$ cat config.mk
export PLATFORM = sky130hd
export DESIGN_NAME = alu_cmd_sequencer_flat
export DESIGN_NICKNAME = d
export VERILOG_FILES = /design/src/rtl/alu_cmd_sequencer_pkg.sv /design/src/rtl/alu_cmd_sequencer_if.sv /design/src/rtl/alu_cmd_sequencer.sv /design/src/flat_wrapper.sv
export SDC_FILE = /design/constraint.sdc
export NUM_CORES = 1
export LEC_CHECK = 0
export BUFFER_PORTS_ARGS = -buffer_cell sky130_fd_sc_hd__buf_2
export CAP_MARGIN = 30
export CORE_ASPECT_RATIO = 0.5
export CORE_UTILIZATION = 43
export DETAILED_ROUTE_END_ITERATION = 8
export GPL_ROUTABILITY_DRIVEN = 0
export PLACE_DENSITY = 0.76
export SLEW_MARGIN = 40
export SYNTH_ARGS = -nofsm -noshare
export SYNTH_HDL_FRONTEND = slang
export SYNTH_SLANG_ARGS = --single-unit
$ cat constraint.sdc
create_clock -name clk -period 1.3 [get_ports clk]
set_clock_uncertainty 0.15 [all_clocks]
set_input_delay 0.13 -clock clk [delete_from_list [all_inputs] [get_ports clk]]
set_output_delay 0.13 -clock clk [all_outputs]
set_load 0.005 [all_outputs]
$ cat src/rtl/alu_cmd_sequencer_pkg.sv
// Shared definitions for the ALU command sequencer: FSM state encoding,
// ALU op codes and default widths.
package alu_seq_pkg;

    localparam int unsigned DEF_DATA_W = 8;
    localparam int unsigned DEF_ADDR_W = 3;
    localparam int unsigned DEF_OP_W   = 3;

    localparam logic [DEF_OP_W-1:0] ALU_ADD = 3'd0;
    localparam logic [DEF_OP_W-1:0] ALU_AND = 3'd2;
    localparam logic [DEF_OP_W-1:0] ALU_OR  = 3'd3;

    typedef enum logic [2:0] {
        ST_IDLE,
        ST_READ,
        ST_EXEC,
        ST_WRITE,
        ST_RESP
    } seq_state_t;

endpackage

$ cat src/rtl/alu_cmd_sequencer_if.sv
// Command and response channels of the ALU command sequencer.
// master = command source / result consumer, slave = sequencer.
interface alu_cmd_sequencer_if
    import alu_seq_pkg::*;
#(
    parameter int unsigned DATA_W = DEF_DATA_W,
    parameter int unsigned ADDR_W = DEF_ADDR_W,
    parameter int unsigned OP_W   = DEF_OP_W
) ();

    logic              cmd_valid;
    logic              cmd_ready;
    logic              cmd_load;
    logic [OP_W-1:0]   cmd_op;
    logic [ADDR_W-1:0] cmd_rd;
    logic [ADDR_W-1:0] cmd_rs1;
    logic [ADDR_W-1:0] cmd_rs2;
    logic [DATA_W-1:0] cmd_imm;
    logic              rsp_valid;
    logic              rsp_ready;
    logic [DATA_W-1:0] rsp_data;
    logic [ADDR_W-1:0] rsp_rd;

    modport master (
        output cmd_valid, cmd_load, cmd_op, cmd_rd, cmd_rs1, cmd_rs2, cmd_imm,
        output rsp_ready,
        input  cmd_ready, rsp_valid, rsp_data, rsp_rd
    );

    modport slave (
        input  cmd_valid, cmd_load, cmd_op, cmd_rd, cmd_rs1, cmd_rs2, cmd_imm,
        input  rsp_ready,
        output cmd_ready, rsp_valid, rsp_data, rsp_rd
    );

endinterface

$ cat src/rtl/alu_cmd_sequencer.sv
// ALU command sequencer: accepts one load-immediate or register-register ALU
// command, drives the regfile read/write ports and the ALU, then returns the
// written value on the response channel.
// Optional macro ALUSEQ_R0_ZERO_EN: register 0 reads as zero and ignores writes.
// The interface instance must use the same DATA_W/ADDR_W/OP_W as this module.
module alu_cmd_sequencer
    import alu_seq_pkg::*;
#(
    parameter int unsigned DATA_W = DEF_DATA_W,
    parameter int unsigned ADDR_W = DEF_ADDR_W,
    parameter int unsigned OP_W   = DEF_OP_W
) (
    input  logic              clk,
    input  logic              rst,
    alu_cmd_sequencer_if.slave bus,
    output logic              w_en,
    output logic [ADDR_W-1:0] write_addr,
    output logic [DATA_W-1:0] write_data,
    output logic [ADDR_W-1:0] read_addr1,
    output logic [ADDR_W-1:0] read_addr2,
    input  logic [DATA_W-1:0] read_data1,
    input  logic [DATA_W-1:0] read_data2,
    output logic [DATA_W-1:0] in_b,
    output logic [DATA_W-1:0] in_c,
    output logic [OP_W-1:0]   alu_op,
    input  logic [DATA_W-1:0] alu_out
);

`ifdef ALUSEQ_R0_ZERO_EN
    localparam bit R0_ZERO = 1'b1;
`else
    localparam bit R0_ZERO = 1'b0;
`endif

    seq_state_t        state;
    logic              cmd_ready_q;
    logic              rsp_valid_q;
    logic [DATA_W-1:0] rsp_data_q;
    logic [ADDR_W-1:0] rsp_rd_q;
    logic [ADDR_W-1:0] rd_q;
    logic [OP_W-1:0]   op_q;
    logic              w_en_q;

    function automatic logic is_zero_reg(input logic [ADDR_W-1:0] addr);
        return R0_ZERO && (addr == '0);
    endfunction

    assign bus.cmd_ready = cmd_ready_q;
    assign bus.rsp_valid = rsp_valid_q;
    assign bus.rsp_data  = rsp_data_q;
    assign bus.rsp_rd    = rsp_rd_q;

    // Gated by rst so a reset landing in WRITE never reaches the regfile.
    assign w_en = w_en_q & ~rst;

    // Sequencer FSM; write_data doubles as the result register between EXEC and RESP.
    always_ff @(posedge clk) begin
        if (rst) begin
            state       <= ST_IDLE;
            cmd_ready_q <= 1'b1;
            rsp_valid_q <= 1'b0;
            rsp_data_q  <= '0;
            rsp_rd_q    <= '0;
            rd_q        <= '0;
            op_q        <= '0;
            w_en_q      <= 1'b0;
            write_addr  <= '0;
            write_data  <= '0;
            read_addr1  <= '0;
            read_addr2  <= '0;
            in_b        <= '0;
            in_c        <= '0;
            alu_op      <= '0;
        end else begin
            w_en_q <= 1'b0;
            case (state)
                ST_IDLE: begin
                    if (bus.cmd_valid && cmd_ready_q) begin
                        cmd_ready_q <= 1'b0;
                        rd_q        <= bus.cmd_rd;
                        op_q        <= bus.cmd_op;
                        read_addr1  <= bus.cmd_rs1;
                        read_addr2  <= bus.cmd_rs2;
                        if (bus.cmd_load) begin
                            w_en_q     <= !is_zero_reg(bus.cmd_rd);
                            write_addr <= bus.cmd_rd;
                            write_data <= bus.cmd_imm;
                            state      <= ST_WRITE;
                        end else begin
                            state <= ST_READ;
                        end
                    end
                end
                ST_READ: begin
                    in_b   <= is_zero_reg(read_addr1) ? '0 : read_data1;
                    in_c   <= is_zero_reg(read_addr2) ? '0 : read_data2;
                    alu_op <= op_q;
                    state  <= ST_EXEC;
                end
                ST_EXEC: begin
                    w_en_q     <= !is_zero_reg(rd_q);
                    write_addr <= rd_q;
                    write_data <= alu_out;
                    state      <= ST_WRITE;
                end
                ST_WRITE: begin
                    rsp_valid_q <= 1'b1;
                    rsp_data_q  <= is_zero_reg(rd_q) ? '0 : write_data;
                    rsp_rd_q    <= rd_q;
                    state       <= ST_RESP;
                end
                ST_RESP: begin
                    if (bus.rsp_ready) begin
                        rsp_valid_q <= 1'b0;
                        cmd_ready_q <= 1'b1;
                        state       <= ST_IDLE;
                    end
                end
                default: begin
                    cmd_ready_q <= 1'b1;
                    state       <= ST_IDLE;
                end
            endcase
        end
    end

endmodule

$ cat src/flat_wrapper.sv
// flat-port wrapper written by rule: the top's interface ports become plain ports
module alu_cmd_sequencer_flat import alu_seq_pkg::*;
#(
    parameter int unsigned DATA_W = DEF_DATA_W,
    parameter int unsigned ADDR_W = DEF_ADDR_W,
    parameter int unsigned OP_W   = DEF_OP_W
)
  (clk, rst, w_en, write_addr, write_data, read_addr1, read_addr2, read_data1, read_data2, in_b, in_c, alu_op, alu_out, bus_cmd_valid, bus_cmd_load, bus_cmd_op, bus_cmd_rd, bus_cmd_rs1, bus_cmd_rs2, bus_cmd_imm, bus_rsp_ready, bus_cmd_ready, bus_rsp_valid, bus_rsp_data, bus_rsp_rd);
  alu_cmd_sequencer_if #(.DATA_W(DATA_W), .ADDR_W(ADDR_W), .OP_W(OP_W)) bus_i ();
  input  logic clk;
  input  logic rst;
  output logic w_en;
  output logic [ADDR_W-1:0] write_addr;
  output logic [DATA_W-1:0] write_data;
  output logic [ADDR_W-1:0] read_addr1;
  output logic [ADDR_W-1:0] read_addr2;
  input  logic [DATA_W-1:0] read_data1;
  input  logic [DATA_W-1:0] read_data2;
  output logic [DATA_W-1:0] in_b;
  output logic [DATA_W-1:0] in_c;
  output logic [OP_W-1:0] alu_op;
  input  logic [DATA_W-1:0] alu_out;
  input wire logic [$bits(bus_i.cmd_valid)-1:0] bus_cmd_valid;
  input wire logic [$bits(bus_i.cmd_load)-1:0] bus_cmd_load;
  input wire logic [$bits(bus_i.cmd_op)-1:0] bus_cmd_op;
  input wire logic [$bits(bus_i.cmd_rd)-1:0] bus_cmd_rd;
  input wire logic [$bits(bus_i.cmd_rs1)-1:0] bus_cmd_rs1;
  input wire logic [$bits(bus_i.cmd_rs2)-1:0] bus_cmd_rs2;
  input wire logic [$bits(bus_i.cmd_imm)-1:0] bus_cmd_imm;
  input wire logic [$bits(bus_i.rsp_ready)-1:0] bus_rsp_ready;
  output wire logic [$bits(bus_i.cmd_ready)-1:0] bus_cmd_ready;
  output wire logic [$bits(bus_i.rsp_valid)-1:0] bus_rsp_valid;
  output wire logic [$bits(bus_i.rsp_data)-1:0] bus_rsp_data;
  output wire logic [$bits(bus_i.rsp_rd)-1:0] bus_rsp_rd;
  assign bus_i.cmd_valid = bus_cmd_valid;
  assign bus_i.cmd_load = bus_cmd_load;
  assign bus_i.cmd_op = bus_cmd_op;
  assign bus_i.cmd_rd = bus_cmd_rd;
  assign bus_i.cmd_rs1 = bus_cmd_rs1;
  assign bus_i.cmd_rs2 = bus_cmd_rs2;
  assign bus_i.cmd_imm = bus_cmd_imm;
  assign bus_i.rsp_ready = bus_rsp_ready;
  assign bus_cmd_ready = bus_i.cmd_ready;
  assign bus_rsp_valid = bus_i.rsp_valid;
  assign bus_rsp_data = bus_i.rsp_data;
  assign bus_rsp_rd = bus_i.rsp_rd;
  alu_cmd_sequencer #(.DATA_W(DATA_W), .ADDR_W(ADDR_W), .OP_W(OP_W)) u_core (.clk(clk), .rst(rst), .bus(bus_i), .w_en(w_en), .write_addr(write_addr), .write_data(write_data), .read_addr1(read_addr1), .read_addr2(read_addr2), .read_data1(read_data1), .read_data2(read_data2), .in_b(in_b), .in_c(in_c), .alu_op(alu_op), .alu_out(alu_out));
endmodule
After elaboration in Yosys (flattened, before gate mapping)
Index checks and enable logic that the tools add are counted.

Bits of input ports: 49. Flip-flop bits (word level): 59.

Multiplexer cells: 18. Reductions and logical operators: 10. Equality and inequality tests: 7. Bitwise logic cells: 3.

Operator list (count): 2-to-1 mux 8 bit (2); case mux 8 bit (2 select lines) (1); case mux 3 bit (5 select lines) (1); 2-to-1 mux 3 bit (4); == test 3 x 2 -> 1 bit (second input constant) (2); case mux 3 bit (2 select lines) (1); AND reduction 2 bit (3); AND reduction 3 bit (2); 2-to-1 mux 1 bit (5); inequality test 2 bit (second input constant) (2); case mux 1 bit (2 select lines) (2); nonzero test 2 bit (2); == test 3 x 1 -> 1 bit (second input constant) (1); == test 3 bit (second input constant) (1); zero test 3 bit (1); case mux 1 bit (3 select lines) (1); OR reduction 3 bit (1); 2-to-1 mux 2 bit (1); inequality test 2 x 1 -> 1 bit (second input constant) (1); NOT 1 bit (2); bitwise AND 1 bit (1); logical AND 1 bit (1).

Depth between registers and ports, before layout
Gate-level depths: netlist of run 1.

Word-level depth: 4. Depth in mapped cells: 5. Mapped depth without buffers: 3.

Worst setup path after synthesis of run 1
No wires, ideal clock.

Kind: register to register. Start point: reg u_core.state[1]. End point: reg u_core.op_q[0]. Buffers on the path: 1. Stages on the path, launching flop included: 5. Required time: 1.018 ns. Arrival time: 1.156 ns. Setup slack: -0.138 ns. Setup time: 0.132 ns. Clock period less this slack: 1.438 ns. Cell sequence: dfxtp_1 > or3b_1 > clkbuf_1 > o21ai_0 > a21oi_1.

Cells in the longest elaborated chain, start to end: 2.

RTL lines: from (decl) (line alu_cmd_sequencer.sv:35) `seq_state_t state;`; from (signal assigned) (line alu_cmd_sequencer.sv:59) `state <= ST_IDLE;`; from (signal assigned) (line alu_cmd_sequencer.sv:88) `state <= ST_WRITE;`; from (signal assigned) (line alu_cmd_sequencer.sv:90) `state <= ST_READ;`; zero test 3 bit (line alu_cmd_sequencer.sv:76) `case (state)`; AND reduction 2 bit (no line); to (signal assigned) (line alu_cmd_sequencer.sv:81) `op_q <= bus.cmd_op;`; to (decl) (line alu_cmd_sequencer.sv:41) `logic [OP_W-1:0] op_q;`.

Every way passes these cells. A chain may end at the register's enable or synchronous reset.

Worst setup path after layout of run 1
Start point: reg u_core.state[0]. End point: reg u_core.read_addr2[1].

Cells in the longest elaborated chain, start to end: 2.

RTL lines: zero test 3 bit (line alu_cmd_sequencer.sv:76); AND reduction 2 bit (no line); to (signal assigned) (line alu_cmd_sequencer.sv:83) `read_addr2 <= bus.cmd_rs2;`; to (decl) (line alu_cmd_sequencer.sv:20) `output logic [ADDR_W-1:0] read_addr2,`.

Every way passes these cells.

==> impl_metrics.toml, run 1 <==
[layout]
diodes = 0
stdcell_count = 520
finalCoreUtilization_pct = 81.3
multiInputGateArea_um2 = 1370
regArea_um2 = 1200
layout.filler_cells = 278
nets = 494
drive_gt1_share_pct = 44.7
syn_to_final_growth_pct = 75.8

[drt]
drc = 0
first_pass_iters = 5
wl_per_cell_um = 17.2
drt_iter0_markers = 316
vias_per_cell = 5.53
postRouteAntennaNets = 0
vias = 2878
wirelength_um = 8940

[worst_setup_path]
crit_family = "flip-flops"
worstPathMaxFanout = 7
max_stage_delay_ns = 0.38
cp_cell_sequence = "nor3b_4 > buf_6 > buf_12 > nand3_2 > a21oi_2"
path_depth = 5
cp_num_buf_inv = 2
crit_required_ns = 1.42
start_kind = "register"
rr_worst_depth = 5
cp-end-kind = "register"
crit_slowest_cell = "dfxtp_4"
arrival_ns = 1.59
crit_type = "register to register"

[yosys]
synthFlopType = "dfxtp_1"
yosysSeqAreaShare_pct = 49.9
yosys_register_bits = 59
synthArstFlopShare_pct = 0
synthTopCellsByArea = "dfxtp_1 (50%), nand2_1 (9.8%), a21oi_1 (7.4%)"
syn-num-nets = 332
synth_top_cell_area_share_pct = 49.9
synth_area_um2 = 2360
synth_edf_count = 0
avgSynthCellArea_um2 = 8.36
synth_top_area_cell = "dfxtp_1"
ys_types = 31
synth_cells = 283
ys_warn_count = 0

[clock_tree]
htree_levels = 3
clock_latency_ns = 0.34
numCtsBuffers = 9
clockRootBuffer = "clkbuf_8"
clk_pin_slew_ns = 0.07
cts_tree = "done"
cts.sinks = 59
clockBufferDepth = 2

[sta]
fmax_mhz = 679
fin_crit_ns = 1.47
whs_ns = 0.00425
maxSlewViolCount = 0
grt_setup_unrepaired = "true"
worstMarginPinSlew_ns = 0.478
final_hold_viol_count = 0
setup_ws_ns = -0.172
setup_viol = 53
fin_crit_sh_pct = 113
max_slew_margin_pct = 68.1

[power]
p_switching_w = 0.00163
comb_power_share_pct = 26.3
p_int_w = 0.00378
clkPwrFrac_pct = 34.9
p_sw_share_pct = 30.1
pwr_density_cell_nw_per_um2 = 1300
peakVddDrop_uv = 1040
power_frac_seq_pct = 38.8
cellLeakagePower_nw = 1.79
power_w = 0.00541

[placed_design]
dp_cells = 450
dp_hpwl_um = 4140
port-buffer-count = 98
pre_cts_slack_ns = -0.239

[global_route]
overflow = 0
grt_pass1_wl_um = 10700
grt_max_degree = 29
first_global_vias = 2419
grt_util_all_layers_pct = 24.5
antenna_found_initial = 0

[outcome]
violations = "negative setup slack"
outcome = "finished with violations"

[floorplan]
start_util_pct = 46.3
rows = 18
die_area_um2 = 5820
io_pins = 99
fp.dieH_um = 54.4
coreArea_um2 = 5110
die_w_um = 107

[hold_path]
holdPathStages = 3
hold_class = "input port to register"

[run]
drv_cap = 0
-- timing repair --
action,4_1_cts,5_1_grt
buffers inserted,0,5
pin swaps,8,14
gates cloned,0,3
endpoints found under the hold margin,43,0
hold buffers,46,0
endpoints found under the setup margin,51,51
gates resized for setup,10,65
-- layer usage --
metal  up-vias  share of wire, %  global-route usage (%)  wire [um]
met5         -                 0                       0          0
met3        33               8.4                    8.10        747
li1       1316                 -                       -          -
met4         0               3.0                    11.9        272
met2       189                49                    44.5       4380
met1      1340                40                    26.9       3540
-- per-stage QoR --
step,TNS (ns),area (um2)
2_1_floorplan,-1.79,2430
3_3_place_gp,-3.20,3040
3_5_place_dp,-5.09,3040
4_1_cts,-1.27,3750
5_1_grt,-5.64,4160
6_report,-3.45,4160
-- worst paths after layout --
check / startpoint / endpoint / slack, ns
max: u_core.state[0] / u_core.read_addr2[1] / -0.17
min: rst / u_core.state[1] / 0.004
max reg2reg: u_core.state[0] / u_core.read_addr2[1] / -0.17
min reg2reg: u_core.in_c[2] / u_core.in_c[2] / 0.31
-- Yosys cell counts, types with 2 or more instances --
| cell | instances |
|---|---|
| dfxtp_1 | 59 |
| clkbuf_1 | 9 |
| buf_2 | 11 |
| nand3b_1 | 2 |
| buf_4 | 2 |
| a211oi_1 | 2 |
| or3b_1 | 2 |
| a21oi_1 | 35 |
| a41oi_1 | 11 |
| nor3_1 | 3 |
| mux2i_1 | 11 |
| nor2b_1 | 2 |
| o21ai_0 | 8 |
| nor2_1 | 12 |
| nand2_1 | 62 |
| o21ai_1 | 4 |
| nand3_1 | 34 |
-- worst register-to-register path: cells and delay by family, from the launching register on --
kind            cells  cell delay, ns
compound gates      1            0.19
buf+inv             2            0.32
flops               1            0.38
simple gates        2            0.38
-- cell usage in the layout (no fill, tap or decap), types with 2 or more instances in the layout --
| cell type | count |
|---|---|
| a211oi_1 | 2 |
| a21oi_1 | 24 |
| a21oi_2 | 11 |
| a41oi_2 | 10 |
| buf_12 | 4 |
| buf_2 | 97 |
| buf_4 | 15 |
| buf_6 | 10 |
| bufinv_16 | 2 |
| clkbuf_8 | 10 |
| clkinvlp_4 | 2 |
| dfxtp_1 | 55 |
| dfxtp_4 | 4 |
| dlygate4sd3_1 | 46 |
| mux2i_1 | 11 |
| nand2_1 | 60 |
| nand3_1 | 26 |
| nand3_2 | 5 |
| nand3_4 | 3 |
| nand3b_1 | 2 |
| nor2_1 | 11 |
| nor3_1 | 2 |
| nor3b_4 | 2 |
| o21ai_2 | 12 |
| or3b_4 | 2 |
-- state kept, by name (all words and copies together) (netlist names) --
register / cells
u_core.write_data: 8
u_core.bus.rsp_data: 8
u_core.op_q: 3
u_core.read_addr1: 3
u_core.bus.cmd_ready: 1
u_core.bus.rsp_rd: 3
u_core.alu_op: 3
u_core.read_addr2: 3
u_core.in_c: 8
u_core.write_addr: 3
u_core.in_b: 8
u_core.state: 3
u_core.rd_q: 3
u_core.w_en_q: 1
u_core.bus.rsp_valid: 1
-- logic make-up (layout without fill, tap and decap cells) --
logic type | count (synthesis) | in the layout | synth area share (%)
simple gates | 123 | 125 | 24.0
compound gates | 65 | 65 | 16.2
flops | 59 | 59 | 49.9
buf+inv | 25 | 190 | 5.18
mux | 11 | 11 | 4.66
-- area by class of cell --
class	count	area share (%)
well taps	70	2.11
repair buffers	173	30.7
multi-input cells	201	32.9
inverters	1	0.0903
clock inverters	6	2.14
flip-flops and latches	59	28.8
clock buffers	10	3.31
-- power groups by stage --
stage | Sequential [W] | Combinational [W] | Clock (W)
detailed placement | 0.00210 | 0.000928 | 0
finish | 0.00210 | 0.00142 | 0.00189
global route | 0.00211 | 0.00152 | 0.00201
CTS | 0.00206 | 0.00105 | 0.00191
global placement | 0.00209 | 0.000908 | 0
floorplan | 0.00210 | 0.000552 | 0
No activity file was read; power rests on OpenSTA's default activity.
==> run 2, diff against run 1 <==
--- a/config.mk
+++ b/config.mk
@@ -5,13 +5,14 @@
 export SDC_FILE = /design/constraint.sdc
 export NUM_CORES = 1
 export LEC_CHECK = 0
+export ABC_AREA = 1
 export BUFFER_PORTS_ARGS = -buffer_cell sky130_fd_sc_hd__buf_2
 export CAP_MARGIN = 30
 export CORE_ASPECT_RATIO = 0.5
 export CORE_UTILIZATION = 43
 export DETAILED_ROUTE_END_ITERATION = 8
 export GPL_ROUTABILITY_DRIVEN = 0
-export PLACE_DENSITY = 0.76
+export PLACE_DENSITY = 0.75
 export SLEW_MARGIN = 40
 export SYNTH_ARGS = -nofsm -noshare
 export SYNTH_HDL_FRONTEND = slang
==> run 2 against run 1 <==
  * The run still ends with negative setup slack left
  * Critical endpoint is now u_core.bus.rsp_rd[0]
  * Sequential share of layout area down 1.1 points
  * Via count up 6.2%
  * Hold slack gained 0.030 ns
  * Critical path type unchanged
  * First-iteration DRC count shrank 22%
==> impl_metrics.toml, run 2 <==
[drt]
wirelength_um = 9420
postRouteAntennaNets = 0
first_pass_iters = 5
drt_iter0_markers = 245
wl_per_cell_um = 16.7
drc = 0
vias_per_cell = 5.41
vias = 3055

[layout]
mostFrequentLayoutCell = "buf_2"
layout.filler_cells = 328
mostFrequentLayoutCells = "buf_2 (98), dfxtp_1 (55), nand2_1 (44)"
drive_gt1_share_pct = 45.9
nets = 537
syn_to_final_growth_pct = 74.1
diodes = 0

[placed_design]
port-buffer-count = 98
dp_hpwl_um = 4180

[floorplan]
die_w_um = 109
rows = 19
fp.dieH_um = 55.6
io_pins = 99
start_util_pct = 44.9
coreArea_um2 = 5520
die_area_um2 = 6080

[sta]
maxSlewViolCount = 0
fin_crit_sh_pct = 110
setup_viol = 58
whs_ns = 0.0340
fin_crit_ns = 1.43
final_hold_viol_count = 0
setup_tns_ns = -3.70
max_slew_margin_pct = 79.0
worstMarginPinSlew_ns = 0.311
grt_setup_unrepaired = "true"
setup_ws_ns = -0.134
fmax_mhz = 697

[worst_setup_path]
start_kind = "register"
worstPathMaxFanout = 5
cp-end-kind = "register"
crit_type = "register to register"
rr_worst_depth = 8
crit_required_ns = 1.40
arrival_ns = 1.53

[clock_tree]
clk_pin_slew_ns = 0.05
cts.sinks = 59
numCtsBuffers = 9
clockBufferDepth = 2
clockRootBuffer = "clkbuf_16"
clock_latency_ns = 0.32
cts_tree = "done"
htree_levels = 3

[global_route]
first_global_vias = 2826
grt_pass1_wl_um = 12500
grt_max_degree = 39
grt_util_all_layers_pct = 27.1
overflow = 0
antenna_found_initial = 0

[yosys]
syn-num-nets = 374
synth_commonest_cells = "dfxtp_1 (59), nand2_1 (50), a21oi_1 (42)"
synthTopCellsByArea = "dfxtp_1 (48%), a21oi_1 (8.5%), nand2_1 (7.6%)"
synthFlopType = "dfxtp_1"
avgSynthCellArea_um2 = 7.61
synth_cells = 325
synth_top_family_by_area = "simple AND/OR/NAND/NOR gates"
synthSimpleGateAreaFrac_pct = 25.1
synth.most_common_cell = "dfxtp_1"
synth_area_um2 = 2470
yosys_register_bits = 59
yosysSeqAreaShare_pct = 47.7
synthArstFlopShare_pct = 0
ys_warn_count = 0
synthAdderAreaFrac_pct = 0
synth_top_cell_area_share_pct = 47.7
synth_top_area_cell = "dfxtp_1"
ys_types = 21
synth-compound-area-share_pct = 15.6
synth_xor_area_share_pct = 0
synth_edf_count = 0
muxShareOfSynthArea_pct = 0

[run]
drv_cap = 0

[power]
cellLeakagePower_nw = 2.06
pwr_density_cell_nw_per_um2 = 1890
peakVddDrop_uv = 1300

[hold_path]
hold_class = "input port to register"
holdPathStages = 5

[outcome]
violations = "negative setup slack"
outcome = "finished with violations"
## run 2: cell families after synthesis
kind of cell	after synthesis
DFF	59
and+or+nand+nor	128
buffers and inverters	61
AOI/OAI and AO/OA	77
## run 2: final cells by class
class	count	area, um2	share of cell area [%]
clock buffers	14	274	6.36
clock inverters	1	7.51	0.174
inverters	40	179	4.16
multi-input cells	207	1280	29.7
flip-flops and latches	59	1190	27.7
well taps	73	91.3	2.12
repair buffers	169	1260	29.4
repair inverters	2	20.0	0.465
## run 2: per-stage QoR
stage / setup WS (ns) / total power (W) / cell area (um2) / std cells / util (%)
3_3_place_gp: -0.132 / 0.00467 / 3140 / 498 / 57.0
5_1_grt: -0.172 / 0.00851 / 4310 / 565 / 78.1
4_1_cts: -0.105 / 0.00747 / 3980 / 556 / 72.2
2_1_floorplan: 0.0564 / 0.00387 / 2470 / 325 / -
6_report: -0.134 / 0.00813 / 4310 / 565 / 78.1
3_5_place_dp: -0.194 / 0.00471 / 3140 / 498 / 57.0
## run 2: worst paths after layout
kind	from	to	slack [ns]
max	u_core.state[2]	u_core.bus.rsp_rd[0]	-0.13
min	bus_cmd_imm[3]	u_core.write_data[3]	0.03
max reg2reg	u_core.state[2]	u_core.bus.rsp_rd[0]	-0.13
min reg2reg	u_core.in_c[0]	u_core.in_c[0]	0.29
## run 2: power by group
group | internal [W] | switching (W) | leakage [nW]
logic | 0.00157 | 0.00183 | 1.44
registers | 0.00224 | 0.000275 | 0.485
clock network | 0.00143 | 0.000775 | 0.135
## run 2: repair_timing
item                                    4_1_cts  5_1_grt
pin swaps                                     9       14
gates cloned                                  3        3
buffers inserted                              6        6
endpoints found under the setup margin       56       59
hold buffers                                 34        0
hold endpoints to repair                     34        0
gates resized for setup                      35       68
## run 2: critical path, cell delays in order, from the launching register on
cell and delay (ns):
dfxtp_4 0.36, buf_6 0.13, inv_8 0.07, buf_4 0.12, nand3_4 0.10, buf_12 0.16, inv_8 0.06, nor2_1 0.05
nor2_1 0.15
## run 2: per-layer routing
layer  wire [um]  track usage, %
met5           0               0
met4         367            16.6
met1        3620            28.8
met3         674            8.67
met2        4750            46.8
==> run 3, diff against run 2 <==
--- a/config.mk
+++ b/config.mk
@@ -13,6 +13,7 @@
 export DETAILED_ROUTE_END_ITERATION = 8
 export GPL_ROUTABILITY_DRIVEN = 0
 export PLACE_DENSITY = 0.75
+export SKIP_CTS_REPAIR_TIMING = 1
 export SLEW_MARGIN = 40
 export SYNTH_ARGS = -nofsm -noshare
 export SYNTH_HDL_FRONTEND = slang
==> run 3 against run 2 <==
  * The run ends with negative hold slack, negative setup slack left
  * Global-route usage decreased by 6.0 points
  * Clock-buffer cell count is the same
  * Sequential power hardly changed
  * Hold slack got worse by 0.095 ns
  * Sequential cell count unchanged
  * Core utilization is 4.7 points lower
  * Design area is 6.0% lower
  * Power down 5.3%
  * Register-to-register slack barely moved
  * Non-clock buffer count shrank 14
  * Largest cell class unchanged
  * Highest routed layer unchanged
==> impl_metrics.toml, run 3 (synthesis results as in run 2) <==
[outcome]
outcome = "finished with violations"
violations = "negative hold slack, negative setup slack"

[sta]
fin_crit_ns = 1.43
fmax_mhz = 700
maxSlewViolCount = 0
setup_viol = 34
setup_ws_ns = -0.128
worstMarginPinSlew_ns = 0.246
fin_crit_sh_pct = 110
grt_setup_unrepaired = "true"
final_hold_viol_count = 4
setup_tns_ns = -2.43
max_slew_margin_pct = 83.6
whs_ns = -0.0610

[worst_setup_path]
worstReg2RegStart = "u_core.state[2]"
cp_num_buf_inv = 3
r2r-end = "u_core.op_q[0]"
start_kind = "register"
rr_worst_depth = 8
cp-end-kind = "register"
cp_cell_sequence = "buf_6 > inv_8 > nand2_8 > nor2_8 > buf_12 > nand2_4 > nand2_2 > a21oi_2"
crit_required_ns = 1.35
arrival_ns = 1.48
crit_slowest_cell = "dfxtp_4"
max_stage_delay_ns = 0.36
reg2reg_slack_ns = -0.13
worstPathMaxFanout = 12
crit_type = "register to register"
crit_family = "simple AND/OR/NAND/NOR gates"

[layout]
regArea_um2 = 1190
diodes = 0
drive_gt1_share_pct = 44.6
mostFrequentLayoutCell = "buf_2"
multiInputGateArea_um2 = 1240
nets = 520
syn_to_final_growth_pct = 63.5
mostFrequentLayoutCells = "buf_2 (98), dfxtp_1 (56), nand2_1 (42), inv_1 (35), a21oi_1 (35)"
layout.filler_cells = 401

[global_route]
grt_util_all_layers_pct = 21.1
grt_pass1_wl_um = 9850
overflow = 0
grt_max_degree = 39
antenna_found_initial = 0
first_global_vias = 2212

[power]
pwr_density_cell_nw_per_um2 = 1900
cellLeakagePower_nw = 1.96
peakVddDrop_uv = 1050

[drt]
first_pass_iters = 6
wirelength_um = 7640
drc = 0
wl_per_cell_um = 13.9
vias = 2675
vias_per_cell = 4.88
drt_iter0_markers = 140
postRouteAntennaNets = 0

[floorplan]
rows = 19
coreArea_um2 = 5520
start_util_pct = 44.9
die_area_um2 = 6080
die_w_um = 109
fp.dieH_um = 55.6
io_pins = 99

[clock_tree]
cts.sinks = 59
clock_latency_ns = 0.32
htree_levels = 3
numCtsBuffers = 9
clockRootBuffer = "clkbuf_16"
cts_tree = "done"
clockBufferDepth = 2
clk_pin_slew_ns = 0.05

[hold_path]
holdPathStages = 3
min_to = "u_core.in_b[6]"
hold_class = "input port to register"
hold_start = "read_data1[6]"

[run]
drv_cap = 0

[placed_design]
dp_hpwl_um = 4180
port-buffer-count = 98
pre_cts_slack_ns = -0.194
run 3: changes by cell type in the layout (fill, tap and decap cells not counted), moves of 2 or more:
cell | before | now
buf_12 | 8 | 5
buf_6 | 8 | 6
dlygate4sd3_1 | 34 | 27
inv_6 | 2 | 0
nand2_1 | 44 | 42
nand2_2 | 5 | 7
nand3_1 | 22 | 18
nand3_2 | 15 | 21
nand3_4 | 2 | 0
nor2_1 | 27 | 25
o21ai_0 | 3 | 6
o21ai_1 | 8 | 14
o21ai_2 | 23 | 14
run 3: per-stage QoR:
stage	area, um2	std cells	util (%)	power, W
floorplan	2470	325	-	0.00387
global placement	3140	498	57.0	0.00467
detailed placement	3140	498	57.0	0.00471
CTS	3420	513	62.1	0.00692
global route	4050	548	73.3	0.00817
finish	4050	548	73.3	0.00769
run 3: worst max path at each step:
| stage | slack [ns] | startpoint | end | depth (start not counted) |
|---|---|---|---|---|
| global placement | -0.13 | u_core.state[2] | u_core.write_addr[2] | 8 |
| CTS | -0.22 | u_core.state[2] | u_core.write_addr[2] | 8 |
| global route | -0.23 | u_core.state[2] | u_core.write_addr[1] | 9 |
| detailed placement | -0.19 | u_core.state[2] | u_core.write_addr[2] | 8 |
| floorplan | 0.06 | u_core.state[2] | u_core.write_addr[1] | 7 |
| finish | -0.13 | u_core.state[2] | u_core.op_q[0] | 8 |
run 3: worst register-to-register path: stages, from the launching register on:
cell and delay, ns:
dfxtp_4 0.36, buf_6 0.13, inv_8 0.07, nand2_8 0.06, nor2_8 0.12, buf_12 0.14, nand2_4 0.12, nand2_2 0.11
a21oi_2 0.06
run 3: metal layers:
metal	global-route usage (%)	wire, um	vias up
met1	26.4	3230	1225
met3	7.03	400	23
met2	34.5	3810	86
met4	6.29	197	0
met5	0	0	-
li1	-	-	1341
run 3: cell type report:
cell class | count | share of cell area [%]
repair buffers | 155 | 26.7
well taps | 73 | 2.26
multi-input cells | 206 | 30.7
clock inverters | 1 | 0.186
flip-flops and latches | 59 | 29.4
clock buffers | 14 | 6.77
inverters | 40 | 4.08
run 3: report_power, final:
part	total [W]	switching [W]	internal (W)
Sequential	0.00248	0.000250	0.00223
Clock	0.00217	0.000743	0.00143
Combinational	0.00303	0.00164	0.00140
